===== src/rtl/video_pkg.sv =====
// Shared definitions for the video timing / test-pattern generator.
//   pattern_e   : pattern_sel encoding (bars, grey ramp, solid, checker)
//   COLOR_*     : 24-bit RGB constants, R[23:16] G[15:8] B[7:0]
//   bar_color() : colour of bar 0..7, left to right
package video_pkg;

  typedef enum logic [1:0] {
    PAT_BARS    = 2'd0,
    PAT_RAMP    = 2'd1,
    PAT_SOLID   = 2'd2,
    PAT_CHECKER = 2'd3
  } pattern_e;

  localparam int NUM_BARS = 8;

  localparam logic [23:0] COLOR_WHITE   = 24'hFFFFFF;
  localparam logic [23:0] COLOR_YELLOW  = 24'hFFFF00;
  localparam logic [23:0] COLOR_CYAN    = 24'h00FFFF;
  localparam logic [23:0] COLOR_GREEN   = 24'h00FF00;
  localparam logic [23:0] COLOR_MAGENTA = 24'hFF00FF;
  localparam logic [23:0] COLOR_RED     = 24'hFF0000;
  localparam logic [23:0] COLOR_BLUE    = 24'h0000FF;
  localparam logic [23:0] COLOR_BLACK   = 24'h000000;

  function automatic logic [23:0] bar_color(input logic [2:0] idx);
    logic [23:0] c;
    case (idx)
      3'd0:    c = COLOR_WHITE;
      3'd1:    c = COLOR_YELLOW;
      3'd2:    c = COLOR_CYAN;
      3'd3:    c = COLOR_GREEN;
      3'd4:    c = COLOR_MAGENTA;
      3'd5:    c = COLOR_RED;
      3'd6:    c = COLOR_BLUE;
      default: c = COLOR_BLACK;
    endcase
    return c;
  endfunction

endpackage


===== src/rtl/video_timing_counter.sv =====
// Horizontal / vertical raster counters and combinational sync decode.
//   clock, reset (async, active-high), enable (low holds counters at 0)
//   hcount      : 0..H_TOTAL-1, wraps
//   vcount      : 0..V_TOTAL-1, advances on each hcount wrap
//   hsync_raw   : 0 while hcount < H_SYNC
//   vsync_raw   : 0 while vcount < V_SYNC
//   de_raw      : active window (h_active && v_active)
//   h_active / v_active : horizontal / vertical active ranges
//   h_last_active / v_last_active : last active pixel / last active line
//   line_end    : hcount at H_TOTAL-1
//   frame_end   : line_end on the last line of the frame
// All decode outputs describe the current counter state; the caller
// registers them so every output carries the same one-clock latency.
module video_timing_counter #(
  parameter int H_TOTAL  = 800,
  parameter int H_SYNC   = 96,
  parameter int H_BACKP  = 48,
  parameter int H_ACTIVE = 640,
  parameter int V_TOTAL  = 525,
  parameter int V_SYNC   = 2,
  parameter int V_BACKP  = 33,
  parameter int V_ACTIVE = 480,
  parameter int HW       = $clog2(H_TOTAL),
  parameter int VW       = $clog2(V_TOTAL)
) (
  input  logic          clock,
  input  logic          reset,
  input  logic          enable,
  output logic [HW-1:0] hcount,
  output logic [VW-1:0] vcount,
  output logic          hsync_raw,
  output logic          vsync_raw,
  output logic          de_raw,
  output logic          h_active,
  output logic          v_active,
  output logic          h_last_active,
  output logic          v_last_active,
  output logic          line_end,
  output logic          frame_end
);

  localparam int H_START = H_SYNC + H_BACKP;
  localparam int H_END   = H_START + H_ACTIVE;
  localparam int V_START = V_SYNC + V_BACKP;
  localparam int V_END   = V_START + V_ACTIVE;

  // Zero-extended copies so every decode compares at full integer width,
  // even when an active window end does not fit in the counter width.
  logic [31:0] h_ext;
  logic [31:0] v_ext;

  assign h_ext = 32'(hcount);
  assign v_ext = 32'(vcount);

  assign line_end      = (h_ext == H_TOTAL - 1);
  assign frame_end     = line_end && (v_ext == V_TOTAL - 1);
  assign hsync_raw     = !(h_ext < H_SYNC);
  assign vsync_raw     = !(v_ext < V_SYNC);
  assign h_active      = (h_ext >= H_START) && (h_ext < H_END);
  assign v_active      = (v_ext >= V_START) && (v_ext < V_END);
  assign h_last_active = (h_ext == H_END - 1);
  assign v_last_active = (v_ext == V_END - 1);
  assign de_raw        = h_active && v_active;

  always_ff @(posedge clock or posedge reset) begin
    if (reset) begin
      hcount <= '0;
      vcount <= '0;
    end else if (!enable) begin
      // Abort immediately; the next run starts from the top of a frame.
      hcount <= '0;
      vcount <= '0;
    end else if (line_end) begin
      hcount <= '0;
      vcount <= frame_end ? '0 : vcount + 1'b1;
    end else begin
      hcount <= hcount + 1'b1;
    end
  end

endmodule


===== src/rtl/video_syncgen_pattern.sv =====
// Video sync generator with built-in test patterns.
//   clock, reset (async, active-high)
//   enable      : run timing; low forces idle outputs and clears counters
//   pattern_sel : 0 colour bars, 1 grey ramp, 2 solid, 3 checker
//   solid_color : RGB for the solid pattern
//   vsync/hsync : active-low syncs
//   de          : active-high data enable
//   pixel       : RGB, zero outside the active window
//   frame_top   : one-clock pulse on the first output clock of each frame
// pattern_sel/solid_color are captured only at the top of a frame, so a
// change mid-frame shows up from the next frame. Every output is registered
// from the counter state of the previous clock.
module video_syncgen_pattern
  import video_pkg::*;
#(
  parameter int H_TOTAL  = 800,
  parameter int H_SYNC   = 96,
  parameter int H_BACKP  = 48,
  parameter int H_ACTIVE = 640,
  parameter int V_TOTAL  = 525,
  parameter int V_SYNC   = 2,
  parameter int V_BACKP  = 33,
  parameter int V_ACTIVE = 480
) (
  input  logic        clock,
  input  logic        reset,
  input  logic        enable,
  input  logic [1:0]  pattern_sel,
  input  logic [23:0] solid_color,
  output logic        vsync,
  output logic        hsync,
  output logic        de,
  output logic [23:0] pixel,
  output logic        frame_top
);

  localparam int HW = $clog2(H_TOTAL);
  localparam int VW = $clog2(V_TOTAL);
  // x needs at least 8 bits for the ramp; y at least 6 for the checker.
  localparam int XW = ($clog2(H_ACTIVE) > 8) ? $clog2(H_ACTIVE) : 8;
  localparam int YW = ($clog2(V_ACTIVE) > 6) ? $clog2(V_ACTIVE) : 6;
  localparam int BAR_W = H_ACTIVE / NUM_BARS;
  localparam int BW = (BAR_W > 1) ? $clog2(BAR_W) : 1;
  localparam logic [BW-1:0] BAR_RELOAD = BW'(BAR_W - 1);

  logic [HW-1:0] hcount;
  logic [VW-1:0] vcount;
  logic          hsync_raw;
  logic          vsync_raw;
  logic          de_raw;
  logic          h_active;
  logic          v_active;
  logic          h_last_active;
  logic          v_last_active;
  logic          line_end;
  logic          frame_end;
  logic          frame_start;

  logic [XW-1:0] x_q;
  logic [YW-1:0] y_q;
  logic [2:0]    bar_idx_q;
  logic [BW-1:0] bar_cnt_q;
  pattern_e      pat_q;
  logic [23:0]   color_q;
  logic [23:0]   pixel_next;
  logic          x_advance;

  video_timing_counter #(
    .H_TOTAL  (H_TOTAL),
    .H_SYNC   (H_SYNC),
    .H_BACKP  (H_BACKP),
    .H_ACTIVE (H_ACTIVE),
    .V_TOTAL  (V_TOTAL),
    .V_SYNC   (V_SYNC),
    .V_BACKP  (V_BACKP),
    .V_ACTIVE (V_ACTIVE),
    .HW       (HW),
    .VW       (VW)
  ) u_timing (
    .clock         (clock),
    .reset         (reset),
    .enable        (enable),
    .hcount        (hcount),
    .vcount        (vcount),
    .hsync_raw     (hsync_raw),
    .vsync_raw     (vsync_raw),
    .de_raw        (de_raw),
    .h_active      (h_active),
    .v_active      (v_active),
    .h_last_active (h_last_active),
    .v_last_active (v_last_active),
    .line_end      (line_end),
    .frame_end     (frame_end)
  );

  assign frame_start = (hcount == '0) && (vcount == '0);

  // x, bar_idx and bar_cnt move in lockstep with hcount so they describe
  // the same counter state as the sync decode. They sit at their
  // line-start values everywhere outside the active span, which makes
  // them correct on the first active pixel without any subtraction.
  assign x_advance = h_active && !h_last_active && !line_end;

  always_ff @(posedge clock or posedge reset) begin
    if (reset) begin
      x_q       <= '0;
      bar_idx_q <= '0;
      bar_cnt_q <= BAR_RELOAD;
    end else if (!enable || !x_advance) begin
      x_q       <= '0;
      bar_idx_q <= '0;
      bar_cnt_q <= BAR_RELOAD;
    end else begin
      x_q <= x_q + 1'b1;
      if (bar_cnt_q == '0) begin
        bar_idx_q <= bar_idx_q + 1'b1;
        bar_cnt_q <= BAR_RELOAD;
      end else begin
        bar_cnt_q <= bar_cnt_q - 1'b1;
      end
    end
  end

  // y advances at the end of each active line and returns to 0 after the
  // last active line (and at frame wrap), ready for the next frame.
  always_ff @(posedge clock or posedge reset) begin
    if (reset) begin
      y_q <= '0;
    end else if (!enable) begin
      y_q <= '0;
    end else if (line_end) begin
      if (v_active && !v_last_active && !frame_end) begin
        y_q <= y_q + 1'b1;
      end else begin
        y_q <= '0;
      end
    end
  end

  // Pattern selection is frozen for a whole frame.
  always_ff @(posedge clock or posedge reset) begin
    if (reset) begin
      pat_q   <= PAT_BARS;
      color_q <= '0;
    end else if (enable && frame_start) begin
      pat_q   <= pattern_e'(pattern_sel);
      color_q <= solid_color;
    end
  end

  always_comb begin
    pixel_next = COLOR_BLACK;
    if (de_raw) begin
      case (pat_q)
        PAT_BARS:    pixel_next = bar_color(bar_idx_q);
        PAT_RAMP:    pixel_next = {x_q[7:0], x_q[7:0], x_q[7:0]};
        PAT_SOLID:   pixel_next = color_q;
        PAT_CHECKER: pixel_next = (x_q[5] ^ y_q[5]) ? COLOR_BLACK : COLOR_WHITE;
        default:     pixel_next = COLOR_BLACK;
      endcase
    end
  end

  always_ff @(posedge clock or posedge reset) begin
    if (reset) begin
      vsync     <= 1'b1;
      hsync     <= 1'b1;
      de        <= 1'b0;
      pixel     <= '0;
      frame_top <= 1'b0;
    end else if (!enable) begin
      vsync     <= 1'b1;
      hsync     <= 1'b1;
      de        <= 1'b0;
      pixel     <= '0;
      frame_top <= 1'b0;
    end else begin
      vsync     <= vsync_raw;
      hsync     <= hsync_raw;
      de        <= de_raw;
      pixel     <= pixel_next;
      frame_top <= frame_start;
    end
  end

endmodule


===== config.mk =====
export PLATFORM = sky130hd
export DESIGN_NAME = video_syncgen_pattern
export DESIGN_NICKNAME = d
export VERILOG_FILES = /design/src/rtl/video_pkg.sv /design/src/rtl/video_timing_counter.sv /design/src/rtl/video_syncgen_pattern.sv
export SDC_FILE = /design/constraint.sdc
export NUM_CORES = 1
export LEC_CHECK = 0
export ABC_AREA = 1
export CELL_PAD_IN_SITES_DETAIL_PLACEMENT = 0
export CELL_PAD_IN_SITES_GLOBAL_PLACEMENT = 1
export CORE_MARGIN = 2
export CORE_UTILIZATION = 40
export CTS_CLUSTER_DIAMETER = 200
export DETAILED_ROUTE_END_ITERATION = 8
export HOLD_SLACK_MARGIN = 0.06
export PLACE_DENSITY = 0.75
export SYNTH_ARGS = -nofsm -noshare
export SYNTH_HDL_FRONTEND = slang
export SYNTH_SLANG_ARGS = --single-unit

===== constraint.sdc =====
create_clock -name clock -period 4.4 [get_ports clock]
set_clock_uncertainty 0.1 [all_clocks]
set_input_delay 1.32 -clock clock [delete_from_list [all_inputs] [get_ports clock]]
set_output_delay 1.32 -clock clock [all_outputs]
set_load 0.005 [all_outputs]

==> metrics list, run 1 <==
* Clock buffer count from CTS: 9
- Pins Over Slew Limit: 0
- Mean number of vias per cell: about 5.0
- TritonCTS built the clock tree.
- Setup total negative slack on the finished layout was measured at 0 ns.
* Beginning of the worst hold path: bar_cnt_q[0]$_DFF_PP1_
- Initial DRC Count: between 150 and 200
* Delay of the slowest critical-path stage: slightly above 0.7 ns
- After synthesis the cells add up to between 0.004 and 0.005 mm^2.
* Total number of vias: roughly 3700
* Number of setup buffers added after CTS: 0
- The run finished with clean final reports.
* Post-detailed-route DRC marker count: 0
* Average wire per standard cell: roughly 14 um
* Element type at the critical path end: flop
* Avg Inst Size Synth: about 8.7 um^2
- The path class of the tightest hold or removal check is flop to flop.
* Number of antenna diodes: 0
- During I/O placement, the number of pins put on the boundary was between 50 and 60.
- Arrival time of data at the critical path endpoint: approximately 3.4 ns
- Summing internal, switching and leakage power gives 2.14 mW.
- In this run the critical register-to-register path is launched from u_timing.vcount[4]$_DFFE_PP0P_.
- Of the synthesized area, sequential elements account for 0.531.
* VDD IR max: 283 uV
- Leaving out fill and tap cells, the most frequent cells in the layout are sky130_fd_sc_hd__nand2_1, sky130_fd_sc_hd__dfrtp_1, sky130_fd_sc_hd__nor2_1, sky130_fd_sc_hd__clkdlybuf4s50_1, sky130_fd_sc_hd__a21oi_1.
- Global-route wire length before repair: around 18000 um
- Leading cell types by total area after synthesis: sky130_fd_sc_hd__dfrtp_1, sky130_fd_sc_hd__nand2_1, sky130_fd_sc_hd__nor2_1, sky130_fd_sc_hd__a21oi_1, sky130_fd_sc_hd__dfstp_2
- After routing the design area is 0.00566 mm^2.
- Slew at the pin with the worst max-slew slack: a little under 0.8 ns
- The floorplan step set the die height to about 110 um.
- Initial Utilization: 0.408
- Worst slew margin relative to its limit: 0.478
* Total Wirelength: between 10000 and 15000 um
- The number of placed instances, taps included, is around 730.
- After clock tree synthesis, the clock-pin slew on the worst setup and hold paths is 0.06 ns.
- In the final layout, the share of cells above drive strength 1 is 0.102.
- The signal on the critical path passes through clkdlybuf4s50_1 > nand2_1 > nor3_2 > nand2_2 > inv_2 > o21ai_0.
- Leaving out fill and tap cells, the most frequent cell in the layout is sky130_fd_sc_hd__nand2_1.
* Type of the worst setup path: primary input to flop
- The count of final hold-check violations was 0.
* Max capacitance violation total: 0
- Hold Crit Endpoint: bar_cnt_q[0]$_DFF_PP1_
* Top fanout value on the critical path: 29
- After floorplanning, the core was sized to cover roughly 0.011 mm^2.
- In the finished design, the share of the clock period the worst path needs comes to 0.740.
- Count of buffers inserted at the top-level ports: 56
- Chip Width: 112 um
* Synthesized netlist net count: 579
* Cell at the slowest stage of the critical path: sky130_fd_sc_hd__clkdlybuf4s50_1
- R2r setup slk: roughly 2.2 ns
- Data required time of the critical path: about 4.5 ns
- Top cell type by total area after synthesis: sky130_fd_sc_hd__dfrtp_1
- Standard cell area after detailed placement: between 0.005 and 0.006 mm^2
- The clock tree synthesis step divided the H-tree into 3 levels.
- Final worst path period need: roughly 3.3 ns
* Total gr overflow: 0
- Sinks on Clock Net: 98
- CTS resizes: 0
- Once routing completed, OpenROAD measured the worst setup slack at around 1.1 ns.
- DR pass1 iterations: 4
- Count of antenna-violating nets left after detailed routing: 0
* CTS hold repair buffers: 0
- The endpoint identified for the worst register-to-register timing path is pat_q[0]$_DFFE_PP0P_.
- Total Routing Usage GR: 0.180
* Insertion delay of the later-clocked pin in the worst-skew pair: 0.35 ns
* Number of warnings issued by yosys: 0
- Via count of the first global-routing pass: between 3000 and 4000
* FMAX: ~300 MHz
- The clock passes through at most 2 buffers.
- Count of final setup violators: 0
- Number of rows created at floorplan: 39
- Routability-driven placement congestion ratio: ~0.79
- Power density over cell area: 379 mW/mm^2
- Setup repair after global routing left no endpoint under its margin.
- Along the worst hold path, the cell count comes to 1.
- Number of nets in the final layout: approximately 640
- The tree is rooted in a sky130_fd_sc_hd__clkbuf_16.
- The netlist uses 37 different library cells.
* Pre-CTS WS: roughly 0.77 ns
- The number of antenna violations at the first check in global routing was 0.
- The tightest hold path in the finished design has a slack of approximately 0.37 ns.
- In this run the static leakage power is about 2.7 nW.
* Sum of net half-perimeters after detailed placement: 7460 um
- The number of cells on the worst reg-to-reg path is 8.
* Pin count of the biggest net entering global routing: 58
* Utilization after layout: 0.498
- Relative to the synthesized area, the layout overhead comes to 22.0%.
* Cells after Synth: 536
- Critical path startpoint category: primary input
- Total Die Area: approximately 0.012 mm^2
- The count of cells in the finished layout, fillers not included, comes to roughly 740.
- Proportion of netlist area held by the largest area contributor: 0.491
- The synthesized design contains 98 register bits.
-- sequential cells by signal, indices dropped and copies added, names as in the netlist --
name and cells:
pat_q 2, pixel 24, vsync 1, x_q 8, u_timing.hcount 10, frame_top 1, color_q 24, bar_cnt_q 7
hsync 1, y_q 6, de 1, u_timing.vcount 10, bar_idx_q 3
-- worst max-delay path, delay by kind of cell --
kind / cells / cell delay [ns]
simple gates: 3 / 0.64
buf+inv: 2 / 1.22
compound gates: 1 / 0.14
-- synth_stat cells --
| library cell | n |
|---|---|
| sky130_fd_sc_hd__nor2_2 | 5 |
| sky130_fd_sc_hd__nor2_4 | 6 |
| sky130_fd_sc_hd__and3_1 | 1 |
| sky130_fd_sc_hd__nand2_4 | 3 |
| sky130_fd_sc_hd__or2_1 | 1 |
| sky130_fd_sc_hd__nand3_2 | 2 |
| sky130_fd_sc_hd__nor3_2 | 4 |
| sky130_fd_sc_hd__o211ai_1 | 1 |
| sky130_fd_sc_hd__o21a_1 | 1 |
| sky130_fd_sc_hd__or2_2 | 1 |
| sky130_fd_sc_hd__nor3_4 | 2 |
| sky130_fd_sc_hd__dfrtp_1 | 91 |
| sky130_fd_sc_hd__nand2b_1 | 1 |
| sky130_fd_sc_hd__nor3_1 | 12 |
| sky130_fd_sc_hd__nor3b_1 | 1 |
| sky130_fd_sc_hd__clkbuf_1 | 5 |
| sky130_fd_sc_hd__o21ai_1 | 1 |
| sky130_fd_sc_hd__nand2_2 | 4 |
| sky130_fd_sc_hd__a21oi_1 | 40 |
| sky130_fd_sc_hd__o21ai_0 | 19 |
| sky130_fd_sc_hd__ha_1 | 14 |
| sky130_fd_sc_hd__inv_2 | 7 |
| sky130_fd_sc_hd__nand4_1 | 10 |
| sky130_fd_sc_hd__nor4_1 | 3 |
| sky130_fd_sc_hd__xor2_1 | 6 |
| sky130_fd_sc_hd__a31oi_1 | 1 |
| sky130_fd_sc_hd__inv_1 | 37 |
| sky130_fd_sc_hd__dfstp_2 | 7 |
| sky130_fd_sc_hd__buf_6 | 3 |
| sky130_fd_sc_hd__nand3b_1 | 1 |
| sky130_fd_sc_hd__buf_8 | 1 |
| sky130_fd_sc_hd__nand2_1 | 146 |
| sky130_fd_sc_hd__buf_2 | 3 |
| sky130_fd_sc_hd__o21ai_2 | 1 |
| sky130_fd_sc_hd__xnor2_1 | 2 |
| sky130_fd_sc_hd__nor2_1 | 73 |
| sky130_fd_sc_hd__nand3_1 | 20 |
-- logic make-up (layout without fill, tap and decap cells) --
| logic type | after synthesis | in the layout | synth area share |
|---|---|---|---|
| compound gates | 64 | 64 | 0.0712 |
| xor+xnor | 8 | 8 | 0.0151 |
| fa+ha+maj | 14 | 14 | 0.0378 |
| buf+inv | 56 | 118 | 0.0534 |
| flops | 98 | 98 | 0.531 |
| simple gates | 296 | 296 | 0.292 |
-- worst max-delay path by stage --
stage | depth (start not counted) | endpoint | from
6_report | 6 | pat_q[0]$_DFFE_PP0P_ | enable
2_1_floorplan | 1 | bar_cnt_q[4]$_DFF_PP0_ | reset
3_3_place_gp | 6 | pat_q[0]$_DFFE_PP0P_ | enable
3_5_place_dp | 6 | pat_q[0]$_DFFE_PP0P_ | enable
5_1_grt | 6 | pat_q[0]$_DFFE_PP0P_ | enable
4_1_cts | 6 | pat_q[0]$_DFFE_PP0P_ | enable
-- per-layer routing --
metal	share of wire	up-vias	GRT usage
li1	-	1834	-
met1	0.49	1758	0.255
met2	0.46	67	0.276
met3	0.029	11	0.0294
met4	0.015	0	0.0741
met5	0	-	0
-- power breakdown --
group | internal (mW) | switching, mW | total (mW) | leakage, nW
logic | 0.0915 | 0.177 | 0.268 | 1.24
clock network | 0.521 | 0.362 | 0.883 | 0.164
registers | 0.958 | 0.0341 | 0.992 | 1.30
total | 1.57 | 0.573 | 2.14 | 2.70
-- layout make-up --
| type | instances | area, um^2 |
|---|---|---|
| Tap cell | 143 | 179 |
| Fill cell | 1094 | 5710 |
| Clock buffer | 10 | 239 |
| Clock inverter | 6 | 95.1 |
| Timing Repair Buffer | 58 | 588 |
| Multi-Input combinational cell | 382 | 1930 |
| Sequential cell | 98 | 2460 |
| Inverter | 44 | 168 |
Power figures use the tool's default switching activity.
==> run 2: changes to the inputs <==
--- a/config.mk
+++ b/config.mk
@@ -9,7 +9,7 @@
 export CELL_PAD_IN_SITES_DETAIL_PLACEMENT = 0
 export CELL_PAD_IN_SITES_GLOBAL_PLACEMENT = 1
 export CORE_MARGIN = 2
-export CORE_UTILIZATION = 40
+export CORE_UTILIZATION = 38
 export CTS_CLUSTER_DIAMETER = 200
 export DETAILED_ROUTE_END_ITERATION = 8
 export HOLD_SLACK_MARGIN = 0.06
==> constraint.sdc (replaced) <==
create_clock -name clock -period 2.6 [get_ports clock]
set_clock_uncertainty 0.1 [all_clocks]
set_input_delay 0.78 -clock clock [delete_from_list [all_inputs] [get_ports clock]]
set_output_delay 0.78 -clock clock [all_outputs]
set_load 0.005 [all_outputs]
==> metrics list, run 2 (synthesized netlist as in run 1, its figures left out) <==
- Footprint of the multi-input gates: 0.00193 mm^2 (unchanged)
- Most used cells in the layout excluding fill and tap cells: sky130_fd_sc_hd__nand2_1, sky130_fd_sc_hd__dfrtp_1, sky130_fd_sc_hd__nor2_1, sky130_fd_sc_hd__clkdlybuf4s50_1, sky130_fd_sc_hd__a21oi_1 (unchanged)
- The via-per-instance ratio came to 4.81 (was 4.95).
- The worst min-delay path endpoint is bar_cnt_q[0]$_DFF_PP1_ (unchanged).
* Result of the run: finished, final reports clean (unchanged)
- The number of endpoints failing setup at the final stage is 0 (unchanged).
- Core Footprint: 0.0120 mm^2 (was 0.0114 mm^2)
- The flop-to-flop setup slack came to 0.73 ns (was 2.15 ns).
- Total gr overflow: 0 (unchanged)
* Top fanout value on the critical path: 1 (was 29)
- The critical path capture point type was an output port (was flop).
* Total number of vias: 3624 (was 3670)
* Final worst path period need: roughly 2.2 ns
- Number of nets in the final layout: 645 (was 636)
- The count of final hold-check violations was 0 (unchanged).
- The terminus of the critical flop-to-flop path was u_timing.vcount[9]$_DFFE_PP0P_ (was pat_q[0]$_DFFE_PP0P_).
- FF-to-FF Start: u_timing.hcount[0]$_DFF_PP0_ (was u_timing.vcount[4]$_DFFE_PP0P_)
* Post-detailed-route DRC marker count: 0 (unchanged)
* Pin count of the biggest net entering global routing: 49 (was 58)
- Fraction of the cycle the final worst path needs: 0.859
* Share of cells above drive strength 1: 0.114 (was 0.102)
* Accumulated negative setup slack: 0 ns (unchanged)
- Sum of net half-perimeters after detailed placement: 7780 um (was 7460 um)
- RSZ-0062 raised after global routing: false (unchanged).
* Number of buffer and inverter stages on the critical path: 1 (was 2)
- The number of global-route vias before repair came to 3697 (was 3601).
* Total Die Area: 0.0131 mm^2 (was 0.0125 mm^2)
- The path class of the lowest-slack min-delay path was flop to flop (unchanged).
* Insertion delay of the later-clocked pin in the worst-skew pair: 0.34 ns (was 0.35 ns)
* Cells along the critical path: clkdlybuf4s50_1 (was clkdlybuf4s50_1 > nand2_1 > nor3_2 > nand2_2 > inv_2 > o21ai_0)
- Post-CTS clock slew at the launch and capture registers of the worst setup and hold paths: 0.07 ns (was 0.06 ns)
* Biggest regs: color_q: 24 flops, pixel: 24 flops (unchanged)
- The H-tree level count is 3 (unchanged).
* Power density over cell area: 614 mW/mm^2 (was 379 mW/mm^2)
- Clock buffer count from CTS: 9 (unchanged)
- Arrival time of data at the critical path endpoint: 1.35 ns (was 3.35 ns)
* DR pass1 iterations: 4 (unchanged)
* Worst slew margin relative to its limit: 0.580 (was 0.478)
* Reg2reg path depth: 11 (was 8)
- Average wire per standard cell: 14.3 um (was 14.2 um)
* Critical path startpoint category: flop (was primary input)
* Cell at the slowest stage of the critical path: sky130_fd_sc_hd__dfstp_2 (was sky130_fd_sc_hd__clkdlybuf4s50_1)
* Sinks on Clock Net: 98 (unchanged)
- The die height was 114 um (was 112 um).
* Growth of design area from synthesis to finish: 23.4% (was 22.0%)
- The path type of the worst setup path was flop to output port (was primary input to flop).
- The number of instances resized during post-cts repair was 0 (unchanged).
- The smallest setup slack after layout came to 0.366 ns (was 1.15 ns).
- Beginning of the worst hold path: bar_cnt_q[0]$_DFF_PP1_ (unchanged)
* Flip-flop and latch area: 0.00246 mm^2 (unchanged)
- Buffer cell driving the clock tree root: sky130_fd_sc_hd__clkbuf_16 (unchanged)
- The number of buffers inserted by port buffering came to 56 (unchanged).
* Top-level I/O count: 57 (unchanged)
- Count of antenna-violating nets left after detailed routing: 0 (unchanged)
- Slew at the pin with the worst max-slew slack: 0.628 ns (was 0.782 ns)
* Clock tree from TritonCTS: built (unchanged)
- Cell depth of the worst hold path: 1 (unchanged)
- The buffer levels on the longest clock path came to 2 (unchanged).
* Number of rows created at floorplan: 40 (was 39)
* Global-route wire length before repair: 18400 um (was 17800 um)
- VDD IR max: 338 uV (was 283 uV)
- The number of hold buffers added after cts was 0 (unchanged).
* Routability-driven placement congestion ratio: 0.829 (was 0.792)
- The required time reported for the critical path endpoint is 1.72 ns (was 4.49 ns).
* Pins Over Slew Limit: 0 (unchanged)
- The initial core utilization is 0.388 (was 0.408).
- The detailed-route wire length came to 10700 um (was 10500 um).
- The total leakage power came to 2.73 nW (was 2.70 nW).
- Number of antenna diodes: 0 (unchanged)
* Crit-path leading delay family: flip-flops (was buffers and inverters)
- Most frequent standard cell in the layout excluding fill and tap cells: sky130_fd_sc_hd__nand2_1 (unchanged)
- The stage delay of the slowest cell on the critical path is 0.52 ns (was 0.72 ns).
* Chip Width: 114 um (was 112 um)
- Total Routing Usage GR: 0.179 (was 0.180)
- The number of inserted filler cells in the final layout is 1195 (was 1094).
- Antenna violations before repair: 0 (unchanged)
* Max capacitance violation total: 0 (unchanged)
- The setup slack after placement is 0.244 ns (was 0.769 ns).
* Number of setup buffers added after CTS: 0 (unchanged)
- FMAX: ~450 MHz
* Initial DRC Count: 182 (was 155)
==> run 2: how the worst max path moves through the flow <==
stage / depth (start not counted) / startpoint / endpoint / slack, ns
after floorplan: 1 / reset / bar_cnt_q[4]$_DFF_PP0_ / 0.56
after global placement: 7 / enable / u_timing.vcount[9]$_DFFE_PP0P_ / 0.28
after detailed placement: 5 / enable / pixel[0]$_DFF_PP0_ / 0.24
after CTS: 1 / hsync$_DFF_PP1_ / hsync / 0.35
after global routing: 1 / hsync$_DFF_PP1_ / hsync / 0.34
final: 1 / hsync$_DFF_PP1_ / hsync / 0.37
==> run 2: final cells by class <==
| cell class | count | share of cell area |
|---|---|---|
| Timing Repair Buffer | 67 | 0.119 |
| Inverter | 44 | 0.0295 |
| Clock buffer | 10 | 0.0400 |
| Multi-Input combinational cell | 382 | 0.337 |
| Clock inverter | 6 | 0.0127 |
| Tap cell | 147 | 0.0321 |
| Sequential cell | 98 | 0.430 |
==> run 2: stage by stage <==
stage / hold slack [ns] / power [mW] / utilization / instances / cell area (um^2)
6_report: 0.369 / 3.52 / 0.479 / 754 / 5730
3_3_place_gp: 0.351 / 2.18 / 0.453 / 738 / 5420
4_1_cts: 0.373 / 3.56 / 0.479 / 754 / 5730
3_5_place_dp: 0.361 / 2.18 / 0.453 / 738 / 5420
2_1_floorplan: 0.345 / 2.00 / - / 536 / 4640
5_1_grt: 0.386 / 3.70 / 0.479 / 754 / 5730
==> run 2: metal layers <==
layer,wire [um],share of wire,global-route usage,vias to the layer above
li1,-,-,-,1846
met1,5390,0.50,0.256,1720
met3,276,0.026,0.0275,11
met5,0,0,0,-
met2,4920,0.46,0.276,47
met4,159,0.015,0.0626,0
==> run 2: report_power, final <==
group	internal [mW]	switching [mW]	total [mW]	leakage (nW)
Sequential	1.62	0.0624	1.68	1.30
Combinational	0.174	0.299	0.473	1.29
Clock	0.757	0.601	1.36	0.144
Total	2.55	0.962	3.52	2.73
==> run 3: changes to the inputs <==
--- a/config.mk
+++ b/config.mk
@@ -8,10 +8,10 @@
 export ABC_AREA = 1
 export CELL_PAD_IN_SITES_DETAIL_PLACEMENT = 0
 export CELL_PAD_IN_SITES_GLOBAL_PLACEMENT = 1
-export CORE_MARGIN = 2
 export CORE_UTILIZATION = 38
 export CTS_CLUSTER_DIAMETER = 200
 export DETAILED_ROUTE_END_ITERATION = 8
+export GPL_TIMING_DRIVEN = 0
 export HOLD_SLACK_MARGIN = 0.06
 export PLACE_DENSITY = 0.75
 export SYNTH_ARGS = -nofsm -noshare
==> constraint.sdc (replaced) <==
create_clock -name clock -period 2 [get_ports clock]
set_clock_uncertainty 0.1 [all_clocks]
set_input_delay 0.6 -clock clock [delete_from_list [all_inputs] [get_ports clock]]
set_output_delay 0.6 -clock clock [all_outputs]
set_load 0.005 [all_outputs]
==> metrics list, run 3 (synthesized netlist as in run 1, its figures left out) <==
* Result of the run: finished, final reports clean (unchanged)
- Count of final setup violators: 0 (unchanged)
- Insertion delay of the later-clocked pin in the worst-skew pair: 0.35 ns (was 0.34 ns)
* RSZ-0062 raised after global routing: false (unchanged)
- The final weighted congestion in routability-driven placement was 0.839 (was 0.829).
* Count of antenna-violating nets left after detailed routing: 0 (unchanged)
* Total Wirelength: 10900 um (was 10700 um)
* Total Die Area: 0.0127 mm^2 (was 0.0131 mm^2)
- The initial core utilization came to 0.398 (was 0.388).
- Cells along the critical path: clkdlybuf4s50_1 (unchanged)
- The count of final hold-check violations is 0 (unchanged).
- The die span in x is 112 um (was 114 um).
- Count of buffers inserted at the top-level ports: 56 (unchanged)
- Sinks on Clock Net: 98 (unchanged)
- Clock tree from TritonCTS: built (unchanged)
* Utilization after layout: 0.503 (was 0.479)
- The number of core rows was 39 (was 40).
- The stage delay of the slowest cell on the critical path was 0.51 ns (was 0.52 ns).
- The buffer levels on the longest clock path is 2 (unchanged).
- Total Routing Usage GR: 0.191 (was 0.179)
- The maximum number of pins on one net before global-route repair came to 42 (was 49).
- Growth of design area from synthesis to finish: 26.4% (was 23.4%)
- Average wire per standard cell: 14.3 um (about the same)
- Biggest regs: color_q: 24 flops, pixel: 24 flops (unchanged)
- The number of remaining DRC errors came to 0 (unchanged).
- Antenna violations before repair: 0 (unchanged)
- The standard cell with the maximum stage delay on the critical path was sky130_fd_sc_hd__clkdlybuf4s50_1 (was sky130_fd_sc_hd__dfstp_2).
- The power density relative to cell area was 775 mW/mm^2 (was 614 mW/mm^2).
* Arrival time of data at the critical path endpoint: 1.23 ns (was 1.35 ns)
- Minimum setup slack in the final design: 0.0745 ns (was 0.366 ns)
* Final std cells w/o fill: 766 (was 754)
- The setup TNS came to 0 ns (unchanged).
- The required time reported for the critical path endpoint came to 1.30 ns (was 1.72 ns).
- Total gr overflow: 0 (unchanged)
- The total count of max-transition violations in the final report is 0 (unchanged).
- Total number of vias: 3763 (was 3624)
* Number of instances in the placed design: 737 (was 738)
* Number of H-tree branching levels: 3 (unchanged)
* Slew at the pin with the worst max-slew slack: 0.664 ns (was 0.628 ns)
- Type of the most critical hold path: flop to flop (unchanged)
- The peak supply drop came to 468 uV (was 338 uV).
- The most common cell after layout, fill and taps aside is sky130_fd_sc_hd__nand2_1 (unchanged).
- Final worst path period need: 1.93 ns
- Pre-CTS WS: -0.548 ns (was 0.244 ns)
- The first-pass detailed-route iteration total was 4 (unchanged).
- Via count of the first global-routing pass: 3689 (was 3697)
- The number of buffers and inverters on the critical path is 1 (unchanged).
* Type of the worst setup path: flop to output port (unchanged)
- The number of diodes came to 0 (unchanged).
- Element type at the critical path end: output port (unchanged)
* Mean number of vias per cell: 4.91 (was 4.81)
- Fraction of the cycle the final worst path needs: 0.963
- Most used cells in the layout excluding fill and tap cells: sky130_fd_sc_hd__nand2_1, sky130_fd_sc_hd__dfrtp_1, sky130_fd_sc_hd__nor2_1, sky130_fd_sc_hd__clkdlybuf4s50_1, sky130_fd_sc_hd__a21oi_1 (unchanged).
- The worst max-slew margin expressed relative to the limit is 0.556 (was 0.580).
- Post-CTS clock slew at the launch and capture registers of the worst setup and hold paths: 0.08 ns (was 0.07 ns)
- Global-route wire length before repair: 18700 um (was 18400 um)
- Core Footprint: 0.0117 mm^2 (was 0.0120 mm^2)
- Number of nets in the final layout: 661 (was 645)
- Share of cells above drive strength 1: 0.136 (was 0.114)
* Sum of net half-perimeters after detailed placement: 7840 um (was 7780 um)
- FMAX: between 500 and 600 MHz
- Buffer cell driving the clock tree root: sky130_fd_sc_hd__clkbuf_16 (unchanged)
- The kind of start point of the critical path is a flop (unchanged).
- The largest fanout on the critical path was 1 (unchanged).
- The count of maximum capacitance violations is 0 (unchanged).
- The number of buffers created by CTS was 9 (unchanged).
- The boundary pin count is 57 (unchanged).
- Crit-path leading delay family: buffers and inverters (was flip-flops)
* Vert. Die Dim: 112 um (was 114 um)
* Static power due to leakage: 2.81 nW (was 2.73 nW)
- The detailed router's first-iteration violation count is 245 (was 182).
-- run 3: path summary, 6_finish.rpt --
check / slack [ns] / endpoint / start / cells past startpoint
setup / recovery: 0.07 / pixel[12] / pixel[12]$_DFF_PP0_ / 1
hold / removal: 0.37 / bar_cnt_q[0]$_DFF_PP1_ / bar_cnt_q[0]$_DFF_PP1_ / 1
setup reg to reg: 0.13 / pixel[5]$_DFF_PP0_ / u_timing.vcount[0]$_DFFE_PP0P_ / 9
hold reg to reg: 0.37 / bar_cnt_q[0]$_DFF_PP1_ / bar_cnt_q[0]$_DFF_PP1_ / 1
max in group asynchronous: 0.64 / bar_cnt_q[2]$_DFF_PP1_ / reset / 3
min in group asynchronous: 0.52 / pixel[20]$_DFF_PP0_ / reset / 2
-- run 3: report_power, final --
part / leakage, nW / switching (mW) / internal, mW
clock: 0.145 / 0.846 / 0.879
sequential: 1.30 / 0.0764 / 2.11
combinational: 1.37 / 0.399 / 0.232
total: 2.81 / 1.32 / 3.22
-- run 3: timing repair --
item,4_1_cts,5_1_grt
pin swaps,2,3
setup buffers,5,8
setup endpoints to repair,46,23
hold buffers,0,0
cloned,0,0
gates resized for setup,5,9
-- run 3: through the flow --
step	instance area (um^2)	hold slack [ns]	power [mW]
6_report	5860	0.371	4.54
5_1_grt	5860	0.389	4.78
4_1_cts	5770	0.376	4.58
3_5_place_dp	5420	0.359	2.84
3_3_place_gp	5380	0.353	2.82
2_1_floorplan	4640	0.345	2.60
-- run 3: routing by layer --
metal / vias up / wire length, um / GRT usage
met1: 1806 / 5340 / 0.271
li1: 1882 / - / -
met4: 0 / 169 / 0.0773
met2: 64 / 5000 / 0.289
met3: 11 / 435 / 0.0329
met5: - / 0 / 0
-- run 3: area by class of cell --
type | instances | area, um^2
clock buffer | 9 | 225
sequential | 98 | 2460
inverter | 44 | 173
timing repair buffer | 71 | 712
fill | 1115 | 5800
clock inverter | 7 | 71.3
multi-input combinational | 382 | 1940
tap | 143 | 179
buffer | 12 | 97.6
